`config.mk`:
```
export PLATFORM = sky130hd
export DESIGN_NAME = jogo_memoria_param
export DESIGN_NICKNAME = d
export VERILOG_FILES = /design/src/rtl/jogo_memoria_pkg.sv /design/src/rtl/jogo_memoria_param_gerador_sequencia.sv /design/src/rtl/jogo_memoria_param.sv
export SDC_FILE = /design/constraint.sdc
export NUM_CORES = 1
export LEC_CHECK = 0
export ABC_AREA = 0
export BUFFER_PORTS_ARGS = -buffer_cell sky130_fd_sc_hd__buf_2
export CAP_MARGIN = 20
export CORE_MARGIN = 5
export CORE_UTILIZATION = 61
export CTS_BUF_LIST = sky130_fd_sc_hd__clkbuf_4 sky130_fd_sc_hd__clkbuf_8
export DETAILED_ROUTE_END_ITERATION = 8
export GPL_TIMING_DRIVEN = 0
export PLACE_DENSITY = 0.82
export SYNTH_ARGS = -nofsm -noshare
export SYNTH_HDL_FRONTEND = slang
export SYNTH_SLANG_ARGS = --single-unit
```
`constraint.sdc`:
```
create_clock -name clock -period 3.5 [get_ports clock]
set_clock_uncertainty 0.2 [all_clocks]
set_input_delay 0.7 -clock clock [delete_from_list [all_inputs] [get_ports clock]]
set_output_delay 0.7 -clock clock [all_outputs]
set_load 0.01 [all_outputs]
```
`src/rtl/jogo_memoria_pkg.sv`:
```
// Shared definitions for the memory-game core: state codes, mode bit indices,
// and the LFSR constants used when the SEQ_LFSR_EN sequence source is built in.
package jogo_memoria_pkg;

  // State codes as seen on db_estado (5-bit, decoded by the 7-seg debug path)
  localparam logic [4:0] EST_INICIAL     = 5'd0;
  localparam logic [4:0] EST_PREPARA     = 5'd1;
  localparam logic [4:0] EST_MOSTRA      = 5'd2;
  localparam logic [4:0] EST_APAGA       = 5'd3;
  localparam logic [4:0] EST_PROX_LED    = 5'd4;
  localparam logic [4:0] EST_ESPERA      = 5'd5;
  localparam logic [4:0] EST_REGISTRA    = 5'd6;
  localparam logic [4:0] EST_COMPARA     = 5'd7;
  localparam logic [4:0] EST_PROX_JOGADA = 5'd8;
  localparam logic [4:0] EST_PROX_RODADA = 5'd9;
  localparam logic [4:0] EST_GANHOU      = 5'd10;
  localparam logic [4:0] EST_PERDEU      = 5'd11;
  localparam logic [4:0] EST_TIMEOUT     = 5'd12;

  typedef enum logic [4:0] {
    S_INICIAL     = EST_INICIAL,
    S_PREPARA     = EST_PREPARA,
    S_MOSTRA      = EST_MOSTRA,
    S_APAGA       = EST_APAGA,
    S_PROX_LED    = EST_PROX_LED,
    S_ESPERA      = EST_ESPERA,
    S_REGISTRA    = EST_REGISTRA,
    S_COMPARA     = EST_COMPARA,
    S_PROX_JOGADA = EST_PROX_JOGADA,
    S_PROX_RODADA = EST_PROX_RODADA,
    S_GANHOU      = EST_GANHOU,
    S_PERDEU      = EST_PERDEU,
    S_TIMEOUT     = EST_TIMEOUT
  } estado_t;

  // Bit positions inside configuracao
  localparam int MODO_CURTO   = 0;
  localparam int MODO_TIMEOUT = 1;

  // Fibonacci LFSR x^16+x^14+x^13+x^11+1, shifting right: feedback from bits 0,2,3,5
  localparam logic [15:0] LFSR_SEED = 16'hACE1;
  localparam logic [15:0] LFSR_TAPS = 16'h002D;

  function automatic logic [15:0] lfsr_step(input logic [15:0] v);
    return {^(v & LFSR_TAPS), v[15:1]};
  endfunction

  // Mixes the game seed with a sequence position; stable for a given (seed, k)
  function automatic logic [15:0] seq_hash(input logic [15:0] seed, input logic [15:0] k);
    logic [15:0] h;
    h = seed ^ (k * 16'h9E37);
    h = h ^ {h[7:0], h[15:8]};
    return h ^ (h >> 7);
  endfunction

endpackage

```
`src/rtl/jogo_memoria_param_gerador_sequencia.sv`:
```
// Sequence source: maps a sequence position to the one-hot LED/button it stands for.
// Without SEQ_LFSR_EN the pattern is a fixed rotation; with it, the position is
// hashed with the per-game seed so every game differs but replays stay identical.
module gerador_sequencia
  import jogo_memoria_pkg::*;
#(
  parameter int N_BTN = 4,
  parameter int AW    = 4
) (
`ifdef SEQ_LFSR_EN
  input  logic [15:0]      semente_i,
`endif
  input  logic [AW-1:0]    endereco_i,
  output logic [N_BTN-1:0] seq_o
);

  int unsigned idx;

`ifdef SEQ_LFSR_EN
  assign idx = 32'(seq_hash(semente_i, 16'(endereco_i))) % 32'(N_BTN);
`else
  assign idx = 32'(endereco_i) % 32'(N_BTN);
`endif

  // One decoder bit per button keeps the output strictly one-hot
  generate
    for (genvar gi = 0; gi < N_BTN; gi++) begin : g_onehot
      assign seq_o[gi] = (idx == 32'(gi));
    end
  endgenerate

endmodule

```
`src/rtl/jogo_memoria_param.sv`:
```
// Memory-game core: replays a growing one-hot sequence on leds and checks the
// player's presses round by round, ending in GANHOU, PERDEU or TIMEOUT.
// Optional macro SEQ_LFSR_EN switches the sequence to an LFSR-seeded pattern.
module jogo_memoria_param
  import jogo_memoria_pkg::*;
#(
  parameter int N_BTN       = 4,
  parameter int MAX_ROUNDS  = 16,
  parameter int LED_ON_CYC  = 500,
  parameter int LED_OFF_CYC = 250,
  parameter int TIMEOUT_CYC = 5000
) (
  input  logic                          clock,
  input  logic                          reset,
  input  logic                          jogar,
  input  logic [1:0]                    configuracao,
  input  logic [N_BTN-1:0]              botoes,
  output logic [N_BTN-1:0]              leds,
  output logic                          pronto,
  output logic                          ganhou,
  output logic                          perdeu,
  output logic                          timeout,
  output logic [4:0]                    db_estado,
  output logic [$clog2(MAX_ROUNDS)-1:0] db_rodada
);

  localparam int RW    = $clog2(MAX_ROUNDS);
  localparam int T_MAX = (TIMEOUT_CYC > LED_ON_CYC)
                         ? ((TIMEOUT_CYC > LED_OFF_CYC) ? TIMEOUT_CYC : LED_OFF_CYC)
                         : ((LED_ON_CYC > LED_OFF_CYC) ? LED_ON_CYC : LED_OFF_CYC);
  localparam int TW    = $clog2(T_MAX + 1);

  localparam logic [TW-1:0] T_ON_FIM  = TW'(LED_ON_CYC - 1);
  localparam logic [TW-1:0] T_OFF_FIM = TW'(LED_OFF_CYC - 1);
  localparam logic [TW-1:0] T_TO_FIM  = TW'(TIMEOUT_CYC - 1);
  localparam logic [RW-1:0] ULT_LONGA = RW'(MAX_ROUNDS - 1);
  localparam logic [RW-1:0] ULT_CURTA = RW'(MAX_ROUNDS / 2 - 1);

  estado_t          estado_q;
  logic [RW-1:0]    rodada_q;
  logic [RW-1:0]    endereco_q;
  logic [RW-1:0]    ultima_q;        // last round index of this game (limite-1)
  logic [TW-1:0]    timer_q;
  logic             modo_timeout_q;
  logic [N_BTN-1:0] botoes_ant_q;
  logic [N_BTN-1:0] jogada_q;
  logic [N_BTN-1:0] leds_q;
  logic             pronto_q;
  logic             ganhou_q;
  logic             perdeu_q;
  logic             timeout_q;

  logic [N_BTN-1:0] seq_w;
  logic             press_w;
  logic             timer_sat_w;

  // A press is the rising edge of "any button down"; a held button never re-triggers
  assign press_w     = (|botoes) && !(|botoes_ant_q);
  // Without a timeout the timer parks at all-ones instead of wrapping
  assign timer_sat_w = &timer_q;

`ifdef SEQ_LFSR_EN
  logic [15:0] lfsr_q;
  logic [15:0] semente_q;

  // Free-running LFSR; its value when a game starts becomes that game's seed
  always_ff @(posedge clock or negedge reset) begin
    if (!reset) begin
      lfsr_q    <= LFSR_SEED;
      semente_q <= LFSR_SEED;
    end else begin
      lfsr_q <= lfsr_step(lfsr_q);
      if (estado_q == S_PREPARA) semente_q <= lfsr_q;
    end
  end

  gerador_sequencia #(.N_BTN(N_BTN), .AW(RW)) u_seq (
    .semente_i  (semente_q),
    .endereco_i (endereco_q),
    .seq_o      (seq_w)
  );
`else
  gerador_sequencia #(.N_BTN(N_BTN), .AW(RW)) u_seq (
    .endereco_i (endereco_q),
    .seq_o      (seq_w)
  );
`endif

  // Game FSM with its counters and registered outputs
  always_ff @(posedge clock or negedge reset) begin
    if (!reset) begin
      estado_q       <= S_INICIAL;
      rodada_q       <= '0;
      endereco_q     <= '0;
      ultima_q       <= '0;
      timer_q        <= '0;
      modo_timeout_q <= 1'b0;
      botoes_ant_q   <= '0;
      jogada_q       <= '0;
      leds_q         <= '0;
      pronto_q       <= 1'b0;
      ganhou_q       <= 1'b0;
      perdeu_q       <= 1'b0;
      timeout_q      <= 1'b0;
    end else begin
      botoes_ant_q <= botoes;
      case (estado_q)
        S_INICIAL, S_GANHOU, S_PERDEU, S_TIMEOUT: begin
          if (jogar) begin
            estado_q  <= S_PREPARA;
            leds_q    <= '0;
            pronto_q  <= 1'b0;
            ganhou_q  <= 1'b0;
            perdeu_q  <= 1'b0;
            timeout_q <= 1'b0;
          end
        end
        S_PREPARA: begin
          // Mode is captured here only and held for the whole game
          modo_timeout_q <= configuracao[MODO_TIMEOUT];
          ultima_q       <= configuracao[MODO_CURTO] ? ULT_CURTA : ULT_LONGA;
          rodada_q       <= '0;
          endereco_q     <= '0;
          timer_q        <= '0;
          estado_q       <= S_MOSTRA;
        end
        S_MOSTRA: begin
          leds_q <= seq_w;
          if (timer_q == T_ON_FIM) begin
            leds_q   <= '0;
            timer_q  <= '0;
            estado_q <= S_APAGA;
          end else begin
            timer_q <= timer_q + TW'(1);
          end
        end
        S_APAGA: begin
          if (timer_q == T_OFF_FIM) begin
            timer_q  <= '0;
            estado_q <= S_PROX_LED;
          end else begin
            timer_q <= timer_q + TW'(1);
          end
        end
        S_PROX_LED: begin
          timer_q <= '0;
          if (endereco_q == rodada_q) begin
            endereco_q <= '0;
            estado_q   <= S_ESPERA;
          end else begin
            endereco_q <= endereco_q + RW'(1);
            estado_q   <= S_MOSTRA;
          end
        end
        S_ESPERA: begin
          leds_q <= botoes;
          if (press_w) begin
            jogada_q <= botoes;
            estado_q <= S_REGISTRA;
          end else if (modo_timeout_q && (timer_q == T_TO_FIM)) begin
            leds_q    <= '0;
            pronto_q  <= 1'b1;
            perdeu_q  <= 1'b1;
            timeout_q <= 1'b1;
            estado_q  <= S_TIMEOUT;
          end else if (!timer_sat_w) begin
            timer_q <= timer_q + TW'(1);
          end
        end
        S_REGISTRA: begin
          leds_q   <= botoes;
          estado_q <= S_COMPARA;
        end
        S_COMPARA: begin
          // seq_w is one-hot, so a multi-button press can never match
          leds_q <= botoes;
          if (jogada_q == seq_w) begin
            estado_q <= S_PROX_JOGADA;
          end else begin
            leds_q   <= '0;
            pronto_q <= 1'b1;
            perdeu_q <= 1'b1;
            estado_q <= S_PERDEU;
          end
        end
        S_PROX_JOGADA: begin
          leds_q <= botoes;
          if (endereco_q == rodada_q) begin
            estado_q <= S_PROX_RODADA;
          end else if (botoes == '0) begin
            endereco_q <= endereco_q + RW'(1);
            timer_q    <= '0;
            estado_q   <= S_ESPERA;
          end
        end
        S_PROX_RODADA: begin
          leds_q <= '0;
          if (rodada_q == ultima_q) begin
            pronto_q <= 1'b1;
            ganhou_q <= 1'b1;
            estado_q <= S_GANHOU;
          end else begin
            rodada_q   <= rodada_q + RW'(1);
            endereco_q <= '0;
            timer_q    <= '0;
            estado_q   <= S_MOSTRA;
          end
        end
        default: begin
          estado_q <= S_INICIAL;
        end
      endcase
    end
  end

  assign leds      = leds_q;
  assign pronto    = pronto_q;
  assign ganhou    = ganhou_q;
  assign perdeu    = perdeu_q;
  assign timeout   = timeout_q;
  assign db_estado = estado_q;
  assign db_rodada = rodada_q;

endmodule

```
# After elaboration in Yosys (flattened, before gate mapping)

Cells that the tools add are included.

Register bits: 47
Input bits: 9
Logic and storage cells: 124

$add $sub $neg: 3
Equal/unequal tests: 35
Multiplexer cells: 43
Reductions and logical operators: 30

Operators by type and width:

| cell                                                             | count |
|---|---|
| 13-bit 2-to-1 mux                                                | 8 |
| 13-bit case mux with 6 select lines                              | 1 |
| 5-bit case mux with 10 select lines                              | 1 |
| 4-bit 2-to-1 mux                                                 | 12 |
| 5-bit 2-to-1 mux                                                 | 7 |
| 32-bit logical NOT                                               | 1 |
| 5-bit by 4-bit == test with 1-bit output, second input constant  | 5 |
| 2-bit != test, second input constant                             | 12 |
| 4-bit case mux with 6 select lines                               | 1 |
| 5-bit by 3-bit == test with 1-bit output, second input constant  | 4 |
| 4-bit case mux with 4 select lines                               | 1 |
| 13-bit by 1-bit adder with 13-bit output, second input constant  | 1 |
| 13-bit == test, second input constant                            | 1 |
| 13-bit by 8-bit == test with 1-bit output, second input constant | 1 |
| 13-bit by 9-bit == test with 1-bit output, second input constant | 1 |
| 13-bit AND reduction                                             | 1 |
| 4-bit == test                                                    | 3 |
| 6-bit nonzero test                                               | 2 |
| 4-bit OR reduction                                               | 3 |
| 5-bit by 2-bit == test with 1-bit output, second input constant  | 2 |
| 5-bit AND reduction                                              | 2 |
| 4-bit by 1-bit adder with 4-bit output, second input constant    | 2 |
| 4-bit case mux with 2 select lines                               | 1 |
| 4-bit AND reduction                                              | 2 |
| other kinds (22)                                                 | 36 |

# Logic depth before layout (Yosys ltp)

Depth after elaboration: 5
Mapped depth: 8

# Modules after synthesis

A second synthesis with hierarchy kept.

Cells, all modules: 290
Area, all modules: 2741.4 µm²

By module, submodules not included:

| module             | instances | cells an instance | area an instance (µm²) | seq. area each (µm²) |
|---|---|---|---|---|
| jogo_memoria_param | 1         | 286               | 2715.1                 | 1101.1 |
| gerador_sequencia  | 1         | 4                 | 26.3                   | 0.0 |

# Worst setup path before layout

Ideal clock, no wire load.

Kind: flip-flop to flip-flop
Start: register timer_q[0]
End: register estado_q[0], in the netlist db_estado[0]
Library setup time: 0.125 ns
Data arrival time: 2.605 ns
Required time: 3.175 ns
Slack: 0.570 ns
Cell stages (with the launch flop): 8
Path buffers: 1
Path through: dfrtp_1 -> ha_1 -> or4b_4 -> or4b_4 -> and3_4 -> buf_6 -> nor4b_4 -> mux2_4

Word-level cells in the longest chain between the ends: 4
Elaborated cells on any way between the ends: 8

RTL lines:

| element                           | RTL line                  | source |
|---|---|---|
| from (decl)                       | jogo_memoria_param.sv:43  | `logic [TW-1:0] timer_q;` |
| from (signal assigned)            | jogo_memoria_param.sv:134 | `timer_q <= timer_q + TW'(1);` |
| from (signal assigned)            | jogo_memoria_param.sv:142 | `timer_q <= timer_q + TW'(1);` |
| from (signal assigned)            | jogo_memoria_param.sv:167 | `timer_q <= timer_q + TW'(1);` |
| 13-bit == test                    | jogo_memoria_param.sv:160 | `end else if (modo_timeout_q && (timer_q == T_TO_FIM)) begin` |
| 1-bit logical AND                 | jogo_memoria_param.sv:160 |  |
| 3-bit != test (no line)           | -                         |  |
| 5-bit AND reduction (no line) (*) | -                         |  |
| to (signal assigned)              | jogo_memoria_param.sv:159 | `estado_q <= S_REGISTRA;` |
| to (signal assigned)              | jogo_memoria_param.sv:165 | `estado_q <= S_TIMEOUT;` |
| to (signal assigned)              | jogo_memoria_param.sv:172 | `estado_q <= S_COMPARA;` |
| to (decl)                         | jogo_memoria_param.sv:39  | `estado_t estado_q;` |

Every way passes the cells marked *; elsewhere a longest branch is shown, timed or not.
A chain may end at the register's enable or synchronous reset.

# Final worst setup path

Start: register timer_q[0]
End: register leds_q[0], in the netlist leds[0]

Word-level cells in the longest chain between the ends: 5
Elaborated cells on any way between the ends: 7

RTL lines:

| element                                | RTL line                  | source |
|---|---|---|
| 13-bit == test                         | jogo_memoria_param.sv:160 |  |
| 1-bit logical AND                      | jogo_memoria_param.sv:160 |  |
| 4-bit 2-to-1 mux                       | jogo_memoria_param.sv:160 |  |
| 4-bit 2-to-1 mux                       | jogo_memoria_param.sv:157 | `if (press_w) begin` |
| 4-bit case mux with 6 select lines (*) | jogo_memoria_param.sv:107 | `case (estado_q)` |
| to (signal assigned)                   | jogo_memoria_param.sv:156 | `leds_q <= botoes;` |
| to (signal assigned)                   | jogo_memoria_param.sv:171 | `leds_q <= botoes;` |
| to (signal assigned)                   | jogo_memoria_param.sv:176 | `leds_q <= botoes;` |
| to (decl)                              | jogo_memoria_param.sv:47  | `logic [N_BTN-1:0] leds_q;` |

Marks and branches as above.

==> results.sh <==
export IMPL_status="finished, final reports clean"
export IMPL_hold_buffers=0
export IMPL_yosys_area_top_type="dfrtp_1"
export IMPL_synth_top_cell_area_share=0.404
export IMPL_cts_tree="built"
export IMPL_clkTransAtPathRegs_ns=0.09
export IMPL_grtUsageTotal=0.219
export IMPL_place_gp_congestion=0.956
export IMPL_gr_total_overflow=0
export IMPL_top_layer_used="met4"
export IMPL_crit_path_max_incr_delay_ns=0.72
export IMPL_post_route_min_period_ns=3.33
export IMPL_startpoint="timer_q[0]"
export IMPL_nets=350
export IMPL_reg2reg_slack_ns=0.17
export IMPL_drtIter0Drc=232
export IMPL_synth_area_sq_mm=0.00273
export IMPL_die_h_um=76.8
export IMPL_post_dp_hpwl_mm=4.58
export IMPL_hold_viol=0
export IMPL_placed_cell_area_sq_mm=0.00291
export IMPL_cp_arrival_ns=3.29
export IMPL_cts_buffers=5
export IMPL_cts_setup_buffers=0
export IMPL_clockBufferDepth=2
export IMPL_max_cap_viol_count=0
export IMPL_worst_pin_slew_ns=0.818
export IMPL_synth_edf_count=0
export IMPL_path_cells="ha_1, or4b_4, nor4_1, a21oi_1, a311oi_1, o221ai_1"
export IMPL_synth_avg_cell_area_sq_um=9.02
export IMPL_yosysWarnings=0
export IMPL_finalMaxSlewViolations=0
export IMPL_syn_nets=318
export IMPL_endpoint_kind="register"
export IMPL_drt_vias_per_instance=6.21
export IMPL_drive_above_1_share=0.149
export IMPL_grt_pass1_wl_mm=10.7
export IMPL_antenna_found_initial=0
export IMPL_yosysMostFrequentCell="dfrtp_1"
export IMPL_wl_met1_mm=2.97
export IMPL_area_delta_synth_final_pct=11.6
export IMPL_ant_nets=0
export IMPL_synth_area_leaders="dfrtp_1, nand2_1, ha_1"
export IMPL_yosys_top_cells_count="dfrtp_1, nand2_1, inv_1"
export IMPL_hp_class="in2async"
export IMPL_yosysSeqAreaShare=0.404
export IMPL_fin_setup_tns_ns=0
export IMPL_first_pass_iters=5
export IMPL_critPathLaunchType="register"
export IMPL_r2r_cells=6
export IMPL_routedWlPerCell_um=16.1
export IMPL_power_density_mw_per_mm2=816
export IMPL_clk_insertion_delay_late_ns=0.30
export IMPL_worst_slack_ns=0.168
export IMPL_grt_pass1_vias=2195
export IMPL_synth_flop_cell="dfrtp_1"
export IMPL_setup_viol=0
export IMPL_totalWireLength_mm=6.24
export IMPL_cp_max_fo=6
export IMPL_cts_root_buf="clkbuf_8"
export IMPL_vias=2404
export IMPL_synth_seq_cells=44
export IMPL_peakVddDrop_mv=0.355
export IMPL_dieWidth_um=76.8
export IMPL_die_area_sq_mm=0.00590
export IMPL_clock_sinks=44
export IMPL_wl_met3_um=423
export IMPL_rsz0062_at_grt="no"
export IMPL_r2r_end="leds[0]"
export IMPL_grt_max_degree=45
export IMPL_route_detailed_drc=0
export IMPL_initial_core_util=0.626
export IMPL_fin_crit_sh=0.952
export IMPL_htree_levels=2
export IMPL_cpMaxStageDelayCell="nor4_1"
export IMPL_worstSetupPathType="reg2reg"
export IMPL_synthCells=302
export IMPL_cts_repair_resized=0
export IMPL_max_freq_ghz=0.300
export IMPL_post_place_ws_ns=0.281
export IMPL_num_antenna_cells=0
export IMPL_fin_area_sq_mm=0.00304
export IMPL_fp_row_count=24
export IMPL_leakage_uw=0.00129
export IMPL_ys_types=64
export IMPL_required_ns=3.46
export IMPL_r2r_start="timer_q[0]"
export IMPL_core_area_sq_mm=0.00435
export IMPL_wl_met2_mm=2.73
export IMPL_slew_headroom=0.450
export IMPL_async_reset_ff_frac=1.00
export IMPL_io_pin_count=26
export IMPL_port_buffer_count=24
-- layout make-up --
class | count | area, sq um
multi-input combinational | 221 | 1470
fill | 341 | 1310
sequential | 44 | 1100
timing repair buffer | 25 | 140
buffer | 17 | 76.3
inverter | 20 | 75.1
clock buffer | 5 | 68.8
tap | 52 | 65.1
clock inverter | 3 | 42.5
-- worst max-delay path, delay by kind of cell (launching register included) --
family / cells / cell delay, ns
simple gates: 2 / 1.22
fa+ha+maj: 1 / 0.26
compound gates: 3 / 1.08
flops: 1 / 0.43
-- per-stage QoR --
step                power, uW  cells  utilization  hold WS (ns)
finish                   2480    387        0.699        0.0222
global route             2670    387        0.699        0.0173
CTS                      2470    386        0.694         0.292
detailed placement       2080    378        0.668         0.274
global placement         2040    378        0.668         0.259
floorplan                1720    302            -         0.204
-- report_power, final --
part / total [uW] / leakage, uW / internal, uW / switching (uW)
logic: 1370 / 0.000665 / 520 / 847
clock network: 387 / 0.0000541 / 211 / 176
registers: 726 / 0.000575 / 629 / 97.6
-- worst max path at each step --
stage                    to  slack [ns]  depth (start not counted)
2_1_floorplan  db_estado[0]        0.57                          7
3_3_place_gp   db_estado[2]        0.31                          7
3_5_place_dp        leds[0]        0.28                          6
4_1_cts             leds[0]        0.25                          6
5_1_grt             leds[0]        0.02                          6
6_report            leds[0]        0.17                          6
-- sequential cells by signal (all words and copies together) (netlist names), 2 cells and up --
signal	flops
db_rodada	4
botoes_ant_q	4
jogada_q	4
endereco_q	4
ultima_q	2
db_estado	4
timer_q	13
leds	4
-- logic make-up (layout without fill, tap and decap cells) --
group | after synthesis | after routing | synth area share
buffers and inverters | 37 | 70 | 0.0556
xor gates and xnor gates | 11 | 11 | 0.0354
other | 1 | 1 | 0.00138
DFF | 44 | 44 | 0.404
adders and majority gates | 7 | 7 | 0.0321
and+or+nand+nor | 112 | 112 | 0.245
muxes | 5 | 5 | 0.0207
AOI/OAI and AO/OA | 85 | 85 | 0.206
-- layer usage --
metal  track usage  vias up
met5             0        -
met1         0.329     1118
met2         0.317      100
li1              -     1174
met4        0.0734        0
met3        0.0398       12
-- cells in the final DEF (no fill, tap or decap), types with 2 or more instances in the layout --
cell,Yosys,layout
a211o_1,2,2
a211oi_1,2,2
a21boi_0,3,3
a21oi_1,15,15
a31oi_1,5,5
a32o_1,2,2
and4_1,3,3
buf_2,1,25
clkbuf_1,13,13
clkbuf_8,0,5
dfrtp_1,44,44
ha_1,7,7
inv_1,20,20
mux2i_1,3,3
nand2_1,28,28
nand2b_1,9,9
nand3_1,10,10
nand3b_1,2,2
nand4_1,8,8
nor2_1,11,11
nor2b_1,3,3
nor3_1,7,7
nor3b_1,3,3
nor4_1,4,4
nor4b_1,2,2
nor4bb_1,2,2
o211ai_1,3,3
o21a_1,4,4
o21ai_0,13,13
o21ai_1,11,11
o221ai_1,4,4
o22ai_1,4,4
o31ai_1,5,5
or2_2,3,3
or3_1,3,3
or4_1,3,3
or4b_1,2,2
or4b_4,2,2
xnor2_1,6,6
xor2_1,5,5
Power figures use the tool's default switching activity.
